--- src/rtl/cpu_ctrl_pkg.sv ---
// ============================================================================
// Module  : cpu_ctrl_pkg
// Brief   : Shared opcode, instruction-class, state and ALU constants for the
//           load/store control sequencer.
// Rev     : 1.0  initial release
// ============================================================================
`default_nettype none

package cpu_ctrl_pkg;

    localparam logic [4:0] C_ALU_ADD  = 5'b00011;

    localparam logic [4:0] C_OPC_LD   = 5'b00000;
    localparam logic [4:0] C_OPC_LDI  = 5'b00001;
    localparam logic [4:0] C_OPC_ST   = 5'b00010;

    typedef enum logic [1:0] {
        CLS_LD  = 2'd0,
        CLS_LDI = 2'd1,
        CLS_ST  = 2'd2,
        CLS_ILL = 2'd3
    } opc_cls_t;

    typedef logic [3:0] state_t;

    localparam state_t C_ST_IDLE = 4'd0;
    localparam state_t C_ST_T0   = 4'd1;
    localparam state_t C_ST_T1   = 4'd2;
    localparam state_t C_ST_T2   = 4'd3;
    localparam state_t C_ST_T3   = 4'd4;
    localparam state_t C_ST_T4   = 4'd5;
    localparam state_t C_ST_T5   = 4'd6;
    localparam state_t C_ST_T6   = 4'd7;
    localparam state_t C_ST_T7   = 4'd8;
    localparam state_t C_ST_DONE = 4'd9;
    localparam state_t C_ST_ILL  = 4'd10;

endpackage

`default_nettype wire

--- src/rtl/ctrl_opc_decode.sv ---
// ============================================================================
// Module  : ctrl_opc_decode
// Brief   : Classifies the instruction opcode field as ld / ldi / st / illegal.
// Rev     : 1.0  initial release
// ============================================================================
`default_nettype none

module ctrl_opc_decode
    import cpu_ctrl_pkg::*;
#(
    parameter int OPC_W = 5
) (
    input  logic [OPC_W-1:0] i_opc,
    output opc_cls_t         o_cls
);

    always_comb begin
        if (i_opc == OPC_W'(C_OPC_LD)) begin
            o_cls = CLS_LD;
        end else if (i_opc == OPC_W'(C_OPC_LDI)) begin
            o_cls = CLS_LDI;
        end else if (i_opc == OPC_W'(C_OPC_ST)) begin
            o_cls = CLS_ST;
        end else begin
            o_cls = CLS_ILL;
        end
    end

endmodule

`default_nettype wire

--- src/rtl/mem_ctrl_seq.sv ---
// ============================================================================
// Module  : mem_ctrl_seq
// Brief   : Moore control sequencer for fetch plus ld/ldi/st execution.
//           Define MEM_CTRL_MEM_WAIT_EN to stall memory states on mem_ready.
// Rev     : 1.0  initial release
// ============================================================================
`default_nettype none

module mem_ctrl_seq
    import cpu_ctrl_pkg::*;
#(
    parameter logic [4:0] ALU_ADD = C_ALU_ADD,
    parameter int          OPC_W  = 5
) (
    input  logic        clk,
    input  logic        clr,
    input  logic        start,
    input  logic [31:0] ir,
    input  logic        mem_ready,
    output logic        PCout,
    output logic        IncPC,
    output logic        MARin,
    output logic        Zin,
    output logic        ZLowOut,
    output logic        PCin,
    output logic        Read,
    output logic        Write,
    output logic        MDRin,
    output logic        MDRout,
    output logic        IRin,
    output logic        Yin,
    output logic        Grb,
    output logic        Gra,
    output logic        BAout,
    output logic        Cout,
    output logic        Rin,
    output logic        Rout,
    output logic [4:0]  alu_op,
    output logic        busy,
    output logic        done,
    output logic        illegal
);

    state_t   r_state;
    state_t   w_next;
    opc_cls_t r_cls;
    opc_cls_t w_cls;
    logic     w_mem_ok;
    logic     w_unused;

    assign w_unused = ^{ir[31-OPC_W:0], mem_ready};

`ifdef MEM_CTRL_MEM_WAIT_EN
    assign w_mem_ok = mem_ready;
`else
    assign w_mem_ok = 1'b1;
`endif

    ctrl_opc_decode #(
        .OPC_W (OPC_W)
    ) u_opc_decode (
        .i_opc (ir[31 -: OPC_W]),
        .o_cls (w_cls)
    );

    always_comb begin
        w_next = r_state;
        case (r_state)
            C_ST_IDLE: if (start) w_next = C_ST_T0;
            C_ST_T0:   w_next = C_ST_T1;
            C_ST_T1:   if (w_mem_ok) w_next = C_ST_T2;
            C_ST_T2:   w_next = (w_cls == CLS_ILL) ? C_ST_ILL : C_ST_T3;
            C_ST_T3:   w_next = C_ST_T4;
            C_ST_T4:   w_next = C_ST_T5;
            C_ST_T5:   w_next = (r_cls == CLS_LDI) ? C_ST_DONE : C_ST_T6;
            C_ST_T6:   if (r_cls != CLS_LD || w_mem_ok) w_next = C_ST_T7;
            C_ST_T7:   if (r_cls != CLS_ST || w_mem_ok) w_next = C_ST_DONE;
            C_ST_DONE: w_next = C_ST_IDLE;
            C_ST_ILL:  w_next = C_ST_IDLE;
            default:   w_next = C_ST_IDLE;
        endcase
    end

    // Instruction class is captured alongside the state so T5..T7 remain Moore.
    always_ff @(posedge clk) begin
        if (!clr) begin
            r_state <= C_ST_IDLE;
            r_cls   <= CLS_LD;
        end else begin
            r_state <= w_next;
            if (r_state == C_ST_T2) begin
                r_cls <= w_cls;
            end
        end
    end

    always_comb begin
        PCout   = 1'b0;
        IncPC   = 1'b0;
        MARin   = 1'b0;
        Zin     = 1'b0;
        ZLowOut = 1'b0;
        PCin    = 1'b0;
        Read    = 1'b0;
        Write   = 1'b0;
        MDRin   = 1'b0;
        MDRout  = 1'b0;
        IRin    = 1'b0;
        Yin     = 1'b0;
        Grb     = 1'b0;
        Gra     = 1'b0;
        BAout   = 1'b0;
        Cout    = 1'b0;
        Rin     = 1'b0;
        Rout    = 1'b0;
        alu_op  = 5'b00000;
        done    = 1'b0;
        illegal = 1'b0;
        case (r_state)
            C_ST_T0: begin
                PCout = 1'b1;
                MARin = 1'b1;
                IncPC = 1'b1;
                Zin   = 1'b1;
            end
            C_ST_T1: begin
                ZLowOut = 1'b1;
                PCin    = 1'b1;
                Read    = 1'b1;
                MDRin   = 1'b1;
            end
            C_ST_T2: begin
                MDRout = 1'b1;
                IRin   = 1'b1;
            end
            C_ST_T3: begin
                Grb   = 1'b1;
                BAout = 1'b1;
                Yin   = 1'b1;
            end
            C_ST_T4: begin
                Cout   = 1'b1;
                Zin    = 1'b1;
                alu_op = ALU_ADD;
            end
            C_ST_T5: begin
                ZLowOut = 1'b1;
                if (r_cls == CLS_LDI) begin
                    Gra = 1'b1;
                    Rin = 1'b1;
                end else begin
                    MARin = 1'b1;
                end
            end
            C_ST_T6: begin
                MDRin = 1'b1;
                if (r_cls == CLS_ST) begin
                    Gra  = 1'b1;
                    Rout = 1'b1;
                end else begin
                    Read = 1'b1;
                end
            end
            C_ST_T7: begin
                if (r_cls == CLS_ST) begin
                    Write = 1'b1;
                end else begin
                    MDRout = 1'b1;
                    Gra    = 1'b1;
                    Rin    = 1'b1;
                end
            end
            C_ST_DONE: done    = 1'b1;
            C_ST_ILL:  illegal = 1'b1;
            default: ;
        endcase
    end

    assign busy = (r_state != C_ST_IDLE);

endmodule

`default_nettype wire

--- config.mk ---
export PLATFORM = sky130hd
export DESIGN_NAME = mem_ctrl_seq
export DESIGN_NICKNAME = d
export VERILOG_FILES = /design/src/rtl/cpu_ctrl_pkg.sv /design/src/rtl/ctrl_opc_decode.sv /design/src/rtl/mem_ctrl_seq.sv
export SDC_FILE = /design/constraint.sdc
export NUM_CORES = 1
export LEC_CHECK = 0
export ABC_AREA = 0
export CAP_MARGIN = 10
export CORE_MARGIN = 4
export CORE_UTILIZATION = 29
export CTS_CLUSTER_SIZE = 28
export DETAILED_ROUTE_END_ITERATION = 10
export HOLD_SLACK_MARGIN = 0.05
export PLACE_DENSITY = 0.83
export SLEW_MARGIN = 15
export SYNTH_ARGS = -nofsm -noshare
export SYNTH_HDL_FRONTEND = slang
export SYNTH_SLANG_ARGS = --single-unit
--- constraint.sdc ---
create_clock -name clk -period 4.5 [get_ports clk]
set_clock_uncertainty 0.2 [all_clocks]
set_input_delay 1.125 -clock clk [delete_from_list [all_inputs] [get_ports clk]]
set_output_delay 1.125 -clock clk [all_outputs]
set_load 0.02 [all_outputs]
==> impl_metrics.ini, run 1 <==
[route]
route.detailed.vias_per_inst = 4.79
num_vias = 613
route.detailed.drc = 0
wl_per_cell_microns = 10.8
drtIter0Drc = 9
firstDrtPassIters = 4
drt_wl_total_microns = 1380
number_of_nets_still_failing_antenna_checks_after_routing = 0

[place]
placement.io_buffers = 30
gp_congestion = 0.790
detailed_place_hpwl_microns = 1120

[setup_path]
worst_r2r_path_depth = 4
maximum_single_stage_delay_on_the_critical_path_ns = 0.64
critPathCaptureType = output port
timing.critical_path.arrival_ns = 2.22
crit_path_max_fanout = 15
source_of_the_worst_register_to_register_timing_path = r_state[1]
crit_path_start_kind = register
critical_path.slowest_cell = sky130_fd_sc_hd__dfxtp_1
worstPathCellList = nand2b_4 > or4_1 > o21ai_2 > or2_1 > clkdlybuf4s50_1
worst-setup-path-type = reg2out
reg2reg_setup_slack_ns = 2.82
r2r_end = r_cls[1]
required_ns = 3.17

[clock_network]
cts_post_setup_buffers_inserted = 0
cts-resized-gates = 0
clk-insertion-delay-late_ns = 0.24
clkSinkCount = 6
clkSlewWorstSetupHoldPaths_ns = 0.04
ctsHtreeMaxLevel = 1
ctsLongestPathBuffers = 2
post_cts_hold_buffer_count = 0
tritoncts = yes
cts_root_buffer = sky130_fd_sc_hd__clkbuf_4
tritoncts.num_buffers = 3

[global_routing]
antenna_found_initial = 0
combined_global_route_utilization_of_all_metal_layers_pct = 10.3
total_grt_overflow = 0
met3_demand_to_capacity_share_in_global_routing_pct = 1.15
grt_pass1_vias = 503
use_met1_pct = 12.9
grt_start_max_net_pins = 17
global_route.usage.met2_pct = 16.1
global_route_wire_length_before_repair_microns = 2130
busiest_layer = met2

[logic_synthesis]
synthesis.yosys.warnings = 0
synth.distinct_cells = 29
post_synth_instance_area_sq_um = 566
synth_seq_area_share_pct = 21.2
xor_and_xnor_fraction_of_the_mapped_netlist_area_pct = 1.55
mean_syn_cell_area_sq_um = 6.98
mux_share_of_post_synthesis_cell_area_pct = 1.77
synthCells = 81
synth_compound_gate_area_share_pct = 18.8
synth_top_family_by_area = simple AND/OR/NAND/NOR gates
synth-adder-area-share_pct = 0
synth_seq_cells = 6
synth-simple-area-share_pct = 38.5

[final_layout]
layout.cells.most_common_list = sky130_fd_sc_hd__clkdlybuf4s50_1, sky130_fd_sc_hd__nor2_1, sky130_fd_sc_hd__nand2_1, sky130_fd_sc_hd__a21oi_1
n_antenna_cell = 0
layout-drive-gt1-share_pct = 6.80
seqCellArea_sq_um = 120
fillCellCount = 166
layout-area-overhead-vs-synth_pct = 48.5
final_common_cell = sky130_fd_sc_hd__clkdlybuf4s50_1
multi_input_area_sq_um = 354
final_nets = 141

[job]
cap_viol_max_count = 0

[timing]
hold_violations = 0
totalNegativeSetupSlack_ns = 0
fin_crit_share_pct = 78.7
layout_min_cycle_time_ns = 3.54
grt_setup_unrepaired = false
setup_viol = 0
final-max-slew-violation-count = 0
timing.fmax_mhz = 282
slew_headroom_pct = 65.4
tightestPinTransition_ns = 0.519

[floorplanning]
io_pins = 62
chipHeight_microns = 52.2
floorplan.initialDensity_pct = 31.7
rows = 15
core_area_sq_mm = 0.00178
die_area_sq_mm = 0.00272
die_width_microns = 52.2

[power_and_ir_drop]
leakage_uw = 0.000290
power.ir.vdd_worst_uv = 114
report.power.total_uw = 197
cellPowerDensity_mw_per_mm2 = 234

[run_status]
status = finished, final reports clean

[hold_path]
holdPathStages = 1
min-delay-path-class = reg2reg
holdCritStartpoint = r_cls[0]
worst_hold_path_ep = r_cls[0]
[kinds of logic after synthesis]
family | after synthesis
AND/OR/NAND/NOR | 41
buffers and inverters | 16
AO/OA/AOI/OAI | 15
flip-flops | 6
XOR/XNOR | 1
multiplexers | 1
other | 1
[synth_stat cells]
cell                        n  area share [%]
sky130_fd_sc_hd__buf_4     10              13
sky130_fd_sc_hd__nor2_1    10             6.6
sky130_fd_sc_hd__nand2_1    8             5.3
sky130_fd_sc_hd__a21oi_1    7             6.2
sky130_fd_sc_hd__dfxtp_1    6              21
sky130_fd_sc_hd__nor3_1     6             5.3
sky130_fd_sc_hd__inv_1      3             2.0
sky130_fd_sc_hd__nand2b_1   3             3.3
sky130_fd_sc_hd__nand3_1    3             2.7
sky130_fd_sc_hd__a22oi_1    2             2.7
sky130_fd_sc_hd__clkbuf_1   2             1.3
sky130_fd_sc_hd__nor2b_1    2             2.2
sky130_fd_sc_hd__o221a_1    2             4.0
sky130_fd_sc_hd__or2_1      2             2.2
sky130_fd_sc_hd__a311o_1    1             1.8
sky130_fd_sc_hd__buf_2      1            0.88
sky130_fd_sc_hd__conb_1     1            0.66
sky130_fd_sc_hd__mux2i_1    1             1.8
sky130_fd_sc_hd__nand2b_2   1             1.5
sky130_fd_sc_hd__nand2b_4   1             2.4
sky130_fd_sc_hd__nor2_4     1             2.0
sky130_fd_sc_hd__nor3b_1    1             1.3
sky130_fd_sc_hd__nor4_1     1             1.1
sky130_fd_sc_hd__o21ai_0    1            0.88
sky130_fd_sc_hd__o21ai_2    1             1.5
sky130_fd_sc_hd__o32a_1     1             1.8
sky130_fd_sc_hd__or3_1      1             1.1
sky130_fd_sc_hd__or4_1      1             1.3
sky130_fd_sc_hd__xnor2_1    1             1.5
[report_power, final]
part           internal [uW]  total (uW)  leakage (uW)  switching, uW
Clock                   30.0        47.7     0.0000138           17.6
Combinational           40.4        81.6      0.000228           41.2
Sequential              56.7        67.5     0.0000488           10.7
[critical path: cells and delay by family, from the launching register on]
kind / cells / cell delay (ns)
flip-flops: 1 / 0.64
AND/OR/NAND/NOR: 3 / 0.66
AO/OA/AOI/OAI: 1 / 0.08
buffers and inverters: 1 / 0.60
[how the worst max path moves through the flow]
stage / start / endpoint / slack (ns)
after global routing: r_state[3] / Gra / 0.85
final: r_state[3] / Gra / 0.96
after detailed placement: r_state[3] / Gra / 1.21
after global placement: r_state[3] / Gra / 1.25
after CTS: r_state[3] / Gra / 0.95
after floorplan: r_state[3] / Grb / 1.47
[registers in the layout, summed over array words and instances, names as in the netlist]
name     count
r_cls        2
r_state      4
[per-stage QoR]
| stage | setup slack [ns] | hold WS (ns) | std cells | area, sq um | utilization [%] |
|---|---|---|---|---|---|
| after floorplan | 1.47 | 0.359 | 83 | 573 | - |
| after global placement | 1.25 | 0.408 | 125 | 817 | 45.8 |
| after detailed placement | 1.21 | 0.403 | 125 | 817 | 45.8 |
| after CTS | 0.953 | 0.413 | 128 | 840 | 47.1 |
| after global routing | 0.850 | 0.457 | 128 | 840 | 47.1 |
| final | 0.959 | 0.420 | 128 | 840 | 47.1 |
[routing by layer]
metal	wire, microns	up-vias
met5	0	-
met4	8	0
met3	131	2
met2	666	26
met1	574	272
li1	-	313
[cell type report]
| type | instances | area share, % |
|---|---|---|
| inverters | 3 | 1.34 |
| clock buffers | 3 | 2.68 |
| multi-input cells | 61 | 42.2 |
| well taps | 25 | 3.73 |
| flip-flops and latches | 6 | 14.3 |
| repair buffers | 30 | 35.8 |
No activity file was read; power rests on OpenSTA's default activity.
==> inputs of run 2 (changes only) <==
- CORE_UTILIZATION: 29 -> 27
- PLACE_DENSITY: 0.83 -> 0.78
- clock period: 4.5 -> 3.4 ns (I/O delays scaled with it)
==> run 2 against run 1 <==
  * Design area rose by 0.45%
  * Sequential power is 32% higher
  * Routed wire length up 6.7%
  * Power increased by 35%
  * Critical path type unchanged
  * Clock power rose by 43%
  * Combinational power increased by 34%
  * Clock-buffer cell count did not move
==> impl_metrics.ini, run 2 (same netlist as run 1, synthesis figures left out) <==
[setup_path]
reg2reg_setup_slack_ns = 1.73
maximum_single_stage_delay_on_the_critical_path_ns = 0.60
critPathCaptureType = output port
worst_r2r_path_depth = 4
timing.critical_path.arrival_ns = 2.16
worstPathCellList = nand2b_4 > or4_1 > o21ai_2 > or2_1 > clkdlybuf4s50_1
required_ns = 2.35
r2r_end = r_cls[1]
worst-setup-path-type = reg2out
crit_path_start_kind = register
critical_path.slowest_cell = sky130_fd_sc_hd__clkdlybuf4s50_1
source_of_the_worst_register_to_register_timing_path = r_state[1]
crit_path_max_fanout = 15

[timing]
final-max-slew-violation-count = 0
grt_setup_unrepaired = false
setup_viol = 0
layout_min_cycle_time_ns = 3.21
final_worst_path_setup_slack_ns = 0.193
totalNegativeSetupSlack_ns = 0
fin_crit_share_pct = 94.3
timing.fmax_mhz = 312
hold_violations = 0

[floorplanning]
die_width_microns = 53.8
rows = 16
die_area_sq_mm = 0.00289
chipHeight_microns = 53.8
io_pins = 62
floorplan.initialDensity_pct = 28.5
core_area_sq_mm = 0.00198

[place]
numPlacedInstances = 127
detailed_place_hpwl_microns = 1160
placement.io_buffers = 30
gp_congestion = 0.753
dpl_worst_slack_ns = 0.371

[final_layout]
layout-drive-gt1-share_pct = 7.77
n_antenna_cell = 0
post_route_insts_no_fill = 130
largest_register_ff_count = 4
final_common_cell = sky130_fd_sc_hd__clkdlybuf4s50_1
layout-area-overhead-vs-synth_pct = 49.1
fin_util_pct = 42.6
largest_registers = r_state: 4 flops, r_cls: 2 flops
register_name_with_the_most_flops = r_state
layout.cells.most_common_list = sky130_fd_sc_hd__clkdlybuf4s50_1, sky130_fd_sc_hd__nor2_1, sky130_fd_sc_hd__nand2_1, sky130_fd_sc_hd__a21oi_1, sky130_fd_sc_hd__nor3_1
final_nets = 141

[clock_network]
post_cts_hold_buffer_count = 0
clk-insertion-delay-late_ns = 0.25
ctsHtreeMaxLevel = 1
tritoncts.num_buffers = 3
cts_root_buffer = sky130_fd_sc_hd__clkbuf_4
clkSlewWorstSetupHoldPaths_ns = 0.05
cts-resized-gates = 0
clkSinkCount = 6
ctsLongestPathBuffers = 2
tritoncts = yes
cts_post_setup_buffers_inserted = 0

[route]
route.detailed.vias_per_inst = 4.79
number_of_nets_still_failing_antenna_checks_after_routing = 0
drtIter0Drc = 13
route.detailed.drc = 0
num_vias = 623
firstDrtPassIters = 4
wl_per_cell_microns = 11.3
drt_wl_total_microns = 1470

[hold_path]
min-delay-path-class = reg2reg
holdPathStages = 1
worst_hold_path_ep = r_state[0]
holdCritStartpoint = r_state[0]

[global_routing]
global_route.usage.met2_pct = 18.5
grt_start_max_net_pins = 17
busiest_layer = met2
antenna_found_initial = 0
combined_global_route_utilization_of_all_metal_layers_pct = 11.3
total_grt_overflow = 0
grt_pass1_vias = 558
met3_demand_to_capacity_share_in_global_routing_pct = 2.49
use_met1_pct = 13.1
global_route_wire_length_before_repair_microns = 2370

[power_and_ir_drop]
p_seq_share_pct = 33.6
power.ir.vdd_worst_uv = 132
internal-power_uw = 169
report.power.total_uw = 266
sw_frac_of_total_pct = 36.6
p_comb_share_pct = 40.9
switching_power_uw = 97.5
leakage_uw = 0.000291
cellPowerDensity_mw_per_mm2 = 316
clock_share_of_power_pct = 25.6

[job]
cap_viol_max_count = 0

[run_status]
status = finished, final reports clean
[run 2: cell types whose count changed in the layout (fill, tap and decap cells not counted)]
cell / change
sky130_fd_sc_hd__dfxtp_2: +1
sky130_fd_sc_hd__dfxtp_1: -1
[run 2: how the worst max path moves through the flow]
stage	from	to	slack (ns)
finish	r_state[1]	Gra	0.19
global route	r_state[1]	Gra	0.03
CTS	r_state[3]	Gra	0.11
detailed placement	r_state[3]	Gra	0.37
global placement	r_state[3]	Gra	0.43
floorplan	r_state[3]	Grb	0.64
[run 2: worst max-delay path: cells and delay by family, from the launching register on]
kind / cells / cell delay [ns]
AO/OA/AOI/OAI: 1 / 0.08
AND/OR/NAND/NOR: 3 / 0.77
buffers and inverters: 1 / 0.60
flip-flops: 1 / 0.45
[run 2: area by class of cell]
type	instances	area, sq um
clock buffer	3	22.5
inverter	3	11.3
timing repair buffer	30	300
tap	27	33.8
sequential	6	121
multi-input combinational	61	354
fill	188	1140
[run 2: per-stage QoR]
step,hold WS [ns],instance area (sq um)
floorplan,0.359,573
global placement,0.401,820
detailed placement,0.425,820
CTS,0.434,842
global route,0.452,843
finish,0.429,843
[run 2: routing by layer]
| layer | wire (microns) | up-vias | share of wire [%] |
|---|---|---|---|
| met5 | 0 | - | 0 |
| met4 | 14 | 0 | 0.95 |
| met3 | 166 | 2 | 11 |
| met2 | 705 | 37 | 48 |
| met1 | 587 | 272 | 40 |
| li1 | - | 312 | - |
[run 2: power by group through the flow]
stage                     Clock (uW)  Sequential [uW]  Combinational (uW)
after floorplan                    0             81.6                79.1
final                           68.1             89.3                 109
after global placement             0             90.0                 107
after CTS                       68.9             89.1                 110
after detailed placement           0             90.5                 110
after global routing            76.0             91.3                 117
